$ cat config.mk
export PLATFORM = sky130hd
export DESIGN_NAME = dff_piso_tx
export DESIGN_NICKNAME = d
export VERILOG_FILES = /design/src/rtl/dff_io_pkg.sv /design/src/rtl/shift_tick_gen.sv /design/src/rtl/dff_piso_tx.sv
export SDC_FILE = /design/constraint.sdc
export NUM_CORES = 1
export LEC_CHECK = 0
export BUFFER_PORTS_ARGS = -buffer_cell sky130_fd_sc_hd__buf_2
export CORE_MARGIN = 8
export CORE_UTILIZATION = 45
export CTS_BUF_LIST = sky130_fd_sc_hd__clkbuf_16
export DETAILED_ROUTE_END_ITERATION = 16
export PLACE_DENSITY_LB_ADDON = 0.15
export SYNTH_ARGS = -nofsm -noshare
export SYNTH_HDL_FRONTEND = slang
export SYNTH_HIERARCHICAL = 1
export SYNTH_SLANG_ARGS = --single-unit
$ cat constraint.sdc
create_clock -name clk -period 2.9 [get_ports clk]
set_input_delay 0.87 -clock clk [delete_from_list [all_inputs] [get_ports clk]]
set_output_delay 0.87 -clock clk [all_outputs]
set_load 0.01 [all_outputs]
$ cat src/rtl/dff_io_pkg.sv
// Shared constants and types for the 10-lane DFF serial data interface.
// Lane k of a packed frame word sits at bits [lane_lsb(k) +: NBITS].
package dff_io_pkg;

  localparam int NLANES = 10;
  localparam int NBITS  = 12;

  typedef enum logic [2:0] {
    IDLE,
    SETUP,
    LOW,
    HIGH,
    DONE
  } piso_state_t;

  function automatic int lane_lsb(input int k);
    return k * NBITS;
  endfunction

endpackage

$ cat src/rtl/shift_tick_gen.sv
// Divider for the shift clock: a one-cycle tick after DIV cycles in a phase.
// The counter stops at DIV-1 and is cleared whenever the phase ends or restarts.
module shift_tick_gen #(
  parameter int DIV = 2
) (
  input  logic clk,
  input  logic rst_n,
  input  logic restart,
  output logic tick
);

  logic [7:0] cnt_q, cnt_d;

  assign tick = (cnt_q == 8'(DIV - 1));

  always_comb begin
    cnt_d = cnt_q + 8'd1;
    if (restart || tick) cnt_d = 8'd0;
  end

  always_ff @(posedge clk or negedge rst_n) begin
    if (!rst_n) cnt_q <= 8'd0;
    else        cnt_q <= cnt_d;
  end

endmodule

$ cat src/rtl/dff_piso_tx.sv
// Frame transmitter: latches ten 12-bit words and sends them LSB first on
// ten lanes with a generated shift_clk; exactly NBITS rising edges per frame.
module dff_piso_tx
  import dff_io_pkg::*;
#(
  parameter int DIV = 2
) (
  input  logic                    clk,
  input  logic                    rst_n,
  input  logic                    start,
  input  logic [NLANES*NBITS-1:0] data_in,
  output logic                    shift_clk,
  output logic                    load,
  output logic [NLANES-1:0]       q,
  output logic                    busy,
  output logic                    done
);

  piso_state_t                        state_q, state_d;
  logic [3:0]                         idx_q, idx_d;
  logic [NLANES-1:0][NBITS-1:0]       shadow_q, shadow_d;
  logic [NLANES-1:0]                  q_q, q_d;
  logic                               sclk_q, sclk_d;
  logic                               load_q, load_d;
  logic                               busy_q, busy_d;
  logic                               done_q, done_d;
  logic                               tick;
  logic                               restart;

  // IDLE and DONE do not use the divider, so keep it parked at zero there.
  assign restart = (state_q == IDLE) || (state_q == DONE);

  shift_tick_gen #(.DIV(DIV)) u_tick (
    .clk     (clk),
    .rst_n   (rst_n),
    .restart (restart),
    .tick    (tick)
  );

  always_comb begin
    state_d  = state_q;
    idx_d    = idx_q;
    shadow_d = shadow_q;
    q_d      = q_q;
    case (state_q)
      IDLE: if (start) begin
        for (int k = 0; k < NLANES; k++)
          shadow_d[k] = data_in[lane_lsb(k) +: NBITS];
        idx_d   = 4'd0;
        state_d = SETUP;
      end
      SETUP: if (tick) begin
        idx_d   = 4'd0;
        state_d = LOW;
      end
      LOW: if (tick) state_d = HIGH;
      HIGH: if (tick) begin
        if (idx_q == 4'(NBITS - 1)) begin
          idx_d   = 4'd0;
          state_d = DONE;
        end else begin
          idx_d   = idx_q + 4'd1;
          state_d = LOW;
        end
      end
      DONE:    state_d = IDLE;
      default: state_d = IDLE;
    endcase

    // Outputs are decoded from the next state so they register with it.
    sclk_d = (state_d == HIGH);
    load_d = !((state_d == LOW) || (state_d == HIGH));
    busy_d = (state_d != IDLE);
    done_d = (state_d == DONE);
    if (state_d == LOW && state_q != LOW) begin
      for (int k = 0; k < NLANES; k++) q_d[k] = shadow_q[k][idx_d];
    end else if (state_d != HIGH && state_d != LOW) begin
      q_d = '0;
    end
  end

  always_ff @(posedge clk or negedge rst_n) begin
    if (!rst_n) begin
      state_q  <= IDLE;
      idx_q    <= 4'd0;
      shadow_q <= '0;
      q_q      <= '0;
      sclk_q   <= 1'b0;
      load_q   <= 1'b1;
      busy_q   <= 1'b0;
      done_q   <= 1'b0;
    end else begin
      state_q  <= state_d;
      idx_q    <= idx_d;
      shadow_q <= shadow_d;
      q_q      <= q_d;
      sclk_q   <= sclk_d;
      load_q   <= load_d;
      busy_q   <= busy_d;
      done_q   <= done_d;
    end
  end

  assign shift_clk = sclk_q;
  assign load      = load_q;
  assign q         = q_q;
  assign busy      = busy_q;
  assign done      = done_q;

endmodule
=== Yosys cells after proc, flatten, opt, wreduce, memory -nomap -nowiden ===
Index checks and enable logic that the tools add are counted.

* Output and inout port bits: 14
* Bits of input ports: 123
* Word-level logic and storage cells: 77
* Flip-flop bits (word level): 149

* Reductions and logical operators: 10
* Add/subtract/negate cells: 2
* $lt $le $gt $ge: 1
* Equal/unequal tests: 12
* Multiplexer cells: 34

{| class="wikitable"
|+ Operator list
! kind !! count
|-
| $bmux W1 S4 || 10
|-
| $mux W10 || 2
|-
| $mux W4 || 4
|-
| $mux W3 || 5
|-
| $eq A3 B2 Y1 const B || 4
|-
| $pmux W3 S4 || 1
|-
| $pmux W4 S3 || 1
|-
| $mux W1 || 10
|-
| $ne A3 B2 Y1 const B || 3
|-
| $add A8 B1 Y8 const B || 1
|-
| $eq A8 B1 Y1 const B || 1
|-
| $mux W8 || 1
|-
| $eq A3 B3 Y1 const B || 2
|-
| $lt A4 B5 Y1 const B || 1
|-
| $add A4 B1 Y4 const B || 1
|-
| $eq A4 B4 Y1 const B || 1
|-
| $eq A3 B1 Y1 const B || 1
|-
| $logic_not A3 Y1 || 1
|-
| $logic_or A1 B1 Y1 || 3
|-
| $reduce_bool A3 Y1 || 1
|-
| $logic_and A1 B1 Y1 || 2
|-
| $reduce_and A2 Y1 || 1
|-
| $reduce_bool A2 Y1 || 1
|-
| $logic_not A1 Y1 || 1
|}

=== Logic depth before layout (Yosys ltp) ===
* Word-level depth: 8
* Depth in mapped cells: 13
* Gate-level depth less buffers: 11

=== Cells and area by module ===
The synthesis kept the hierarchy.

{| class="wikitable"
|+ By module, submodules not included
! module !! seq. area each (um^2) !! area an instance (um^2) !! cells each !! instances
|-
| dff_piso_tx || 3529.6 || 7106.8 || 881 || 1
|-
| shift_tick_gen || 200.2 || 407.9 || 39 || 1
|}

=== Worst setup path before layout ===
OpenSTA, ideal clock, no wires.

* Path type: register -> register
* Start: register u_tick.cnt_q[1]
* End: register q_q[8], in the netlist q[8]
* Buffers on the path: 1
* Clock period less this slack: 3.035 ns
* Path slack: -0.135 ns
* Stages on the path, launching flop included: 11
* Setup time: 0.087 ns
* Arrival: 2.948 ns
* Required time: 2.813 ns
* Cells stage by stage: dfrtp_1 -> inv_1 -> ha_1 -> or4b_4 -> nor4_1 -> clkbuf_1 -> nand4_1 -> or3_1 -> a211oi_2 -> o211ai_1 -> o211ai_1

* Longest elaborated chain between the ends: 6
* Elaborated cells between the ends (all ways): 17
* Those cells by class: 4 x eq/ne; 10 x mux; 3 x reduce/logical

{| class="wikitable"
|+ Ends and longest elaborated chain
! item !! RTL line !! text
|-
| start: declaration || shift_tick_gen.sv:12 || <nowiki>logic [7:0] cnt_q, cnt_d;</nowiki>
|-
| start signal: assignment || shift_tick_gen.sv:23 || <nowiki>else cnt_q <= cnt_d;</nowiki>
|-
| $eq A8 B1 Y1 (*) || shift_tick_gen.sv:14 || <nowiki>assign tick = (cnt_q == 8'(DIV - 1));</nowiki>
|-
| named net tick || dff_piso_tx.sv:27 || <nowiki>logic tick;</nowiki>
|-
| $mux W4, or another cell as far along || dff_piso_tx.sv:57 || <nowiki>HIGH: if (tick) begin</nowiki>
|-
| $pmux W4 S3 or $pmux W3 S4 (tied branches) || dff_piso_tx.sv:45 || <nowiki>case (state_q)</nowiki>
|-
| $bmux W1 S4, or another cell as far along || dff_piso_tx.sv:76 || <nowiki>for (int k = 0; k < NLANES; k++) q_d[k] = shadow_q[k][idx_d];</nowiki>
|-
| $mux W1 (not written as such), or another cell as far along || dff_piso_tx.sv:76 ||
|-
| $mux W10 or $reduce_bool A2 Y1 (tied branches) || n/a ||
|-
| end signal: assignment || dff_piso_tx.sv:96 || <nowiki>q_q <= q_d;</nowiki>
|-
| end: declaration || dff_piso_tx.sv:22 || <nowiki>logic [NLANES-1:0] q_q, q_d;</nowiki>
|}

The timed path passes the listed nets; every way through them passes the cells marked *. The select of a mux whose other input is x is not followed.
A chain may end at the register's enable or synchronous reset.

=== Worst setup path in the final report ===
* Start: register u_tick.cnt_q[1]
* End: register q_q[4], in the netlist q[4]

Same word-level chain as after synthesis.

==> summary.txt <==
Max_slew headroom = 0.337
Vias = 7032
CTS sink cnt = 149
Synth warn = 6
First-pass GRT wire length = 35600 microns
H-Tree Depth = 4
Synthesized Nets = 1046
Period utilisation layout = 0.998
DRC Markers = 0
CTS Buf Count = 17
Root Driver = clkbuf_16
Final WL = 22200 microns
Skew final = 0.00996 ns
Final Net Count = 1202
Outcome = finished clean
Wire length per cell = 16.9 microns
Total core area = 16500 sq um
Mean Syn Cell Area = 8.17 sq um
# rows = 47
Hold Slack = 0.408 ns
Crit path kind = reg -> reg
Number of flops mapped to enable cells by yosys = 0
Worst Slack Setup Final = 0.00692 ns
Share of cells above drive strength 1 = 0.239
WP data arrival = 3.25 ns
Post-DP Area = 8730 sq um
Initial antenna violation count = 0
I/O Buffers = 136
Pre-antenna DRT Iters = 6
R2R depth = 14
Detail Route Antenna Nets = 0
Minimum clock period = 2.89 ns
Die X = 145 microns
Post-synth top flop = dfrtp_1
Place WS = -0.0547 ns
FMAX = 0.346 GHz
Reg2reg setup slack = 0.007 ns
Post-Synthesis Cells = 920
# diodes = 0
FF/Latch Area = 3730 sq um
Syn-to-layout area delta = 28.5%
DR vias/cell = 5.37
Sequential fraction of the synthesis area = 0.496
Initial DRC count = 480
Largest vdd supply drop = 0.581 mV
Origin of the critical flop-to-flop path = u_tick/cnt_q[1]
CP Max Fanout = 18
Die Y = 145 microns
Global Route Usage Sum = 0.207
Pin count of the biggest net entering global routing = 88
Final core utilization = 0.586
Clock-pin transition on the worst setup and hold timing paths = 0.06 ns
Die area = 21100 sq um
RePlAce Congestion = 0.821
Yosys cell types = 54
Post-synth ARST share = 1.00
P_leak = 4.97 nW
Final hold vios = 0
Post-DP HPWL = 15000 microns
RR Endpoint = q[4]
Vias in the first global route = 6844
Pwr dens = 1080 nW/um^2
CP startpoint kind = flip-flop
Fin area = 9650 sq um
Top-Level Pins = 137
Tightest Pin Transition = 0.994 ns
Register bit total from synthesis = 149
Unrepaired setup endpoints after global routing = true
Element type at the critical path end = flip-flop
Tot Pwr = 10.4 mW
Initial Util = 0.456
HP Class = in -> async
Clk buf depth = 2
Max-cap check violation count = 0
Total gr overflow = 0
CTS tree = built
Worst-skew pair later-pin latency = 0.43 ns
Endpoints failing setup = 0
Worst EP required = 3.26 ns
Multi-input logic area = 3540 sq um
Max Slew Vio Count = 0
Cell area after synthesis = 7510 sq um
# fillers = 1541
registers in the layout, indices dropped and copies added (netlist names):
| register | flops |
|---|---|
| shadow_q | 120 |
| q | 10 |
| u_tick/cnt_q | 8 |
| idx_q | 4 |
| state_q | 3 |
| busy | 1 |
| done | 1 |
| load | 1 |
| shift_clk | 1 |
repair_timing:
item	4_1_cts	5_1_grt
resized for setup	2	35
setup endpoints to repair	6	10
buffers inserted	0	13
cloned	0	3
pin swaps	0	9
hold buffers	0	0
cell usage after synthesis, types with 7 or more instances:
master	n	share of area
o22ai_1	11	0.0092
a211oi_1	15	0.015
a21o_1	10	0.010
o2bb2ai_1	9	0.010
and3_1	21	0.017
a211o_1	18	0.021
a31oi_1	7	0.0058
nor2_1	41	0.020
inv_1	17	0.0085
a32oi_1	9	0.010
o211ai_1	11	0.011
nand3_1	61	0.041
dfrtp_1	148	0.49
nand2_1	357	0.18
buf_2	12	0.0080
nor3_1	12	0.0080
o21ai_0	46	0.031
clkbuf_1	47	0.023
cell type report:
| cell class | instances | share of cell area |
|---|---|---|
| clock buffers | 17 | 0.0441 |
| clock inverters | 15 | 0.0167 |
| inverters | 18 | 0.00830 |
| multi-input cells | 684 | 0.367 |
| well taps | 220 | 0.0285 |
| repair buffers | 206 | 0.149 |
| flip-flops and latches | 149 | 0.386 |
cells in the final DEF (no fill, tap or decap), types with 3 or more instances in the layout:
master,instances
o21ai_0,43
a32oi_1,9
ha_1,3
buf_12,12
o22ai_1,11
buf_2,135
clkbuf_16,20
or3_1,4
nand3_1,59
nand2_1,355
buf_6,7
nand3b_1,4
nor3_1,12
nor2_1,38
o211ai_1,11
inv_1,19
o221ai_1,5
dfrtp_1,148
inv_6,3
o2bb2ai_1,9
a21oi_1,6
bufinv_16,3
o21ai_1,3
clkinv_2,3
a211o_1,18
a211oi_1,15
buf_4,49
a31oi_1,5
a21o_1,10
and3_1,21
worst max path at each step:
| stage | start | end | slack [ns] | depth (start not counted) |
|---|---|---|---|---|
| after floorplan | u_tick/cnt_q[1] | q[8] | 0.006 | 10 |
| after global placement | u_tick/cnt_q[1] | q[8] | -0.002 | 12 |
| after detailed placement | u_tick/cnt_q[1] | q[8] | -0.05 | 12 |
| after CTS | u_tick/cnt_q[1] | q[8] | 0.02 | 12 |
| after global routing | u_tick/cnt_q[1] | q[1] | -0.14 | 12 |
| final | u_tick/cnt_q[1] | q[4] | 0.007 | 14 |
kinds of logic after synthesis:
family | after synthesis | synth area share
adders and majority gates | 3 | 0.00500
AOI/OAI and AO/OA | 156 | 0.149
DFF | 149 | 0.496
buffers and inverters | 87 | 0.0488
xor gates and xnor gates | 4 | 0.00466
muxes | 3 | 0.00433
and+or+nand+nor | 518 | 0.292
layer usage:
metal | global-route usage | share of wire | up-vias
met5 | 0 | 0 | -
met4 | 0.0661 | 0.019 | 0
met2 | 0.316 | 0.46 | 259
met1 | 0.288 | 0.46 | 3299
met3 | 0.0429 | 0.062 | 36
li1 | - | - | 3438
through the flow:
stage / std cells / setup TNS, ns
finish: 1309 / 0
global route: 1309 / -1.23
CTS: 1293 / 0
detailed placement: 1261 / -0.0735
global placement: 1261 / -0.00231
floorplan: 920 / 0
worst max-delay path, stage by stage, from the launching register on:
cell and delay, ns:
dfrtp_1 0.37, inv_1 0.05, ha_1 0.12, or4b_4 0.47, nor4_4 0.27, buf_4 0.19, nand3b_1 0.21, a32oi_4 0.33
buf_12 0.16, buf_12 0.14, inv_12 0.06, nor2_1 0.10, nand3_1 0.09, a21o_1 0.17, nand3_1 0.07
where the power goes:
| group | leakage (nW) | internal, mW | switching, mW | total, mW |
|---|---|---|---|---|
| combinational | 2.82 | 2.03 | 2.42 | 4.45 |
| sequential | 1.86 | 3.01 | 0.708 | 3.71 |
| clock | 0.291 | 1.34 | 0.890 | 2.23 |
| total | 4.97 | 6.38 | 4.02 | 10.4 |
No activity file was read; power rests on OpenSTA's default activity.
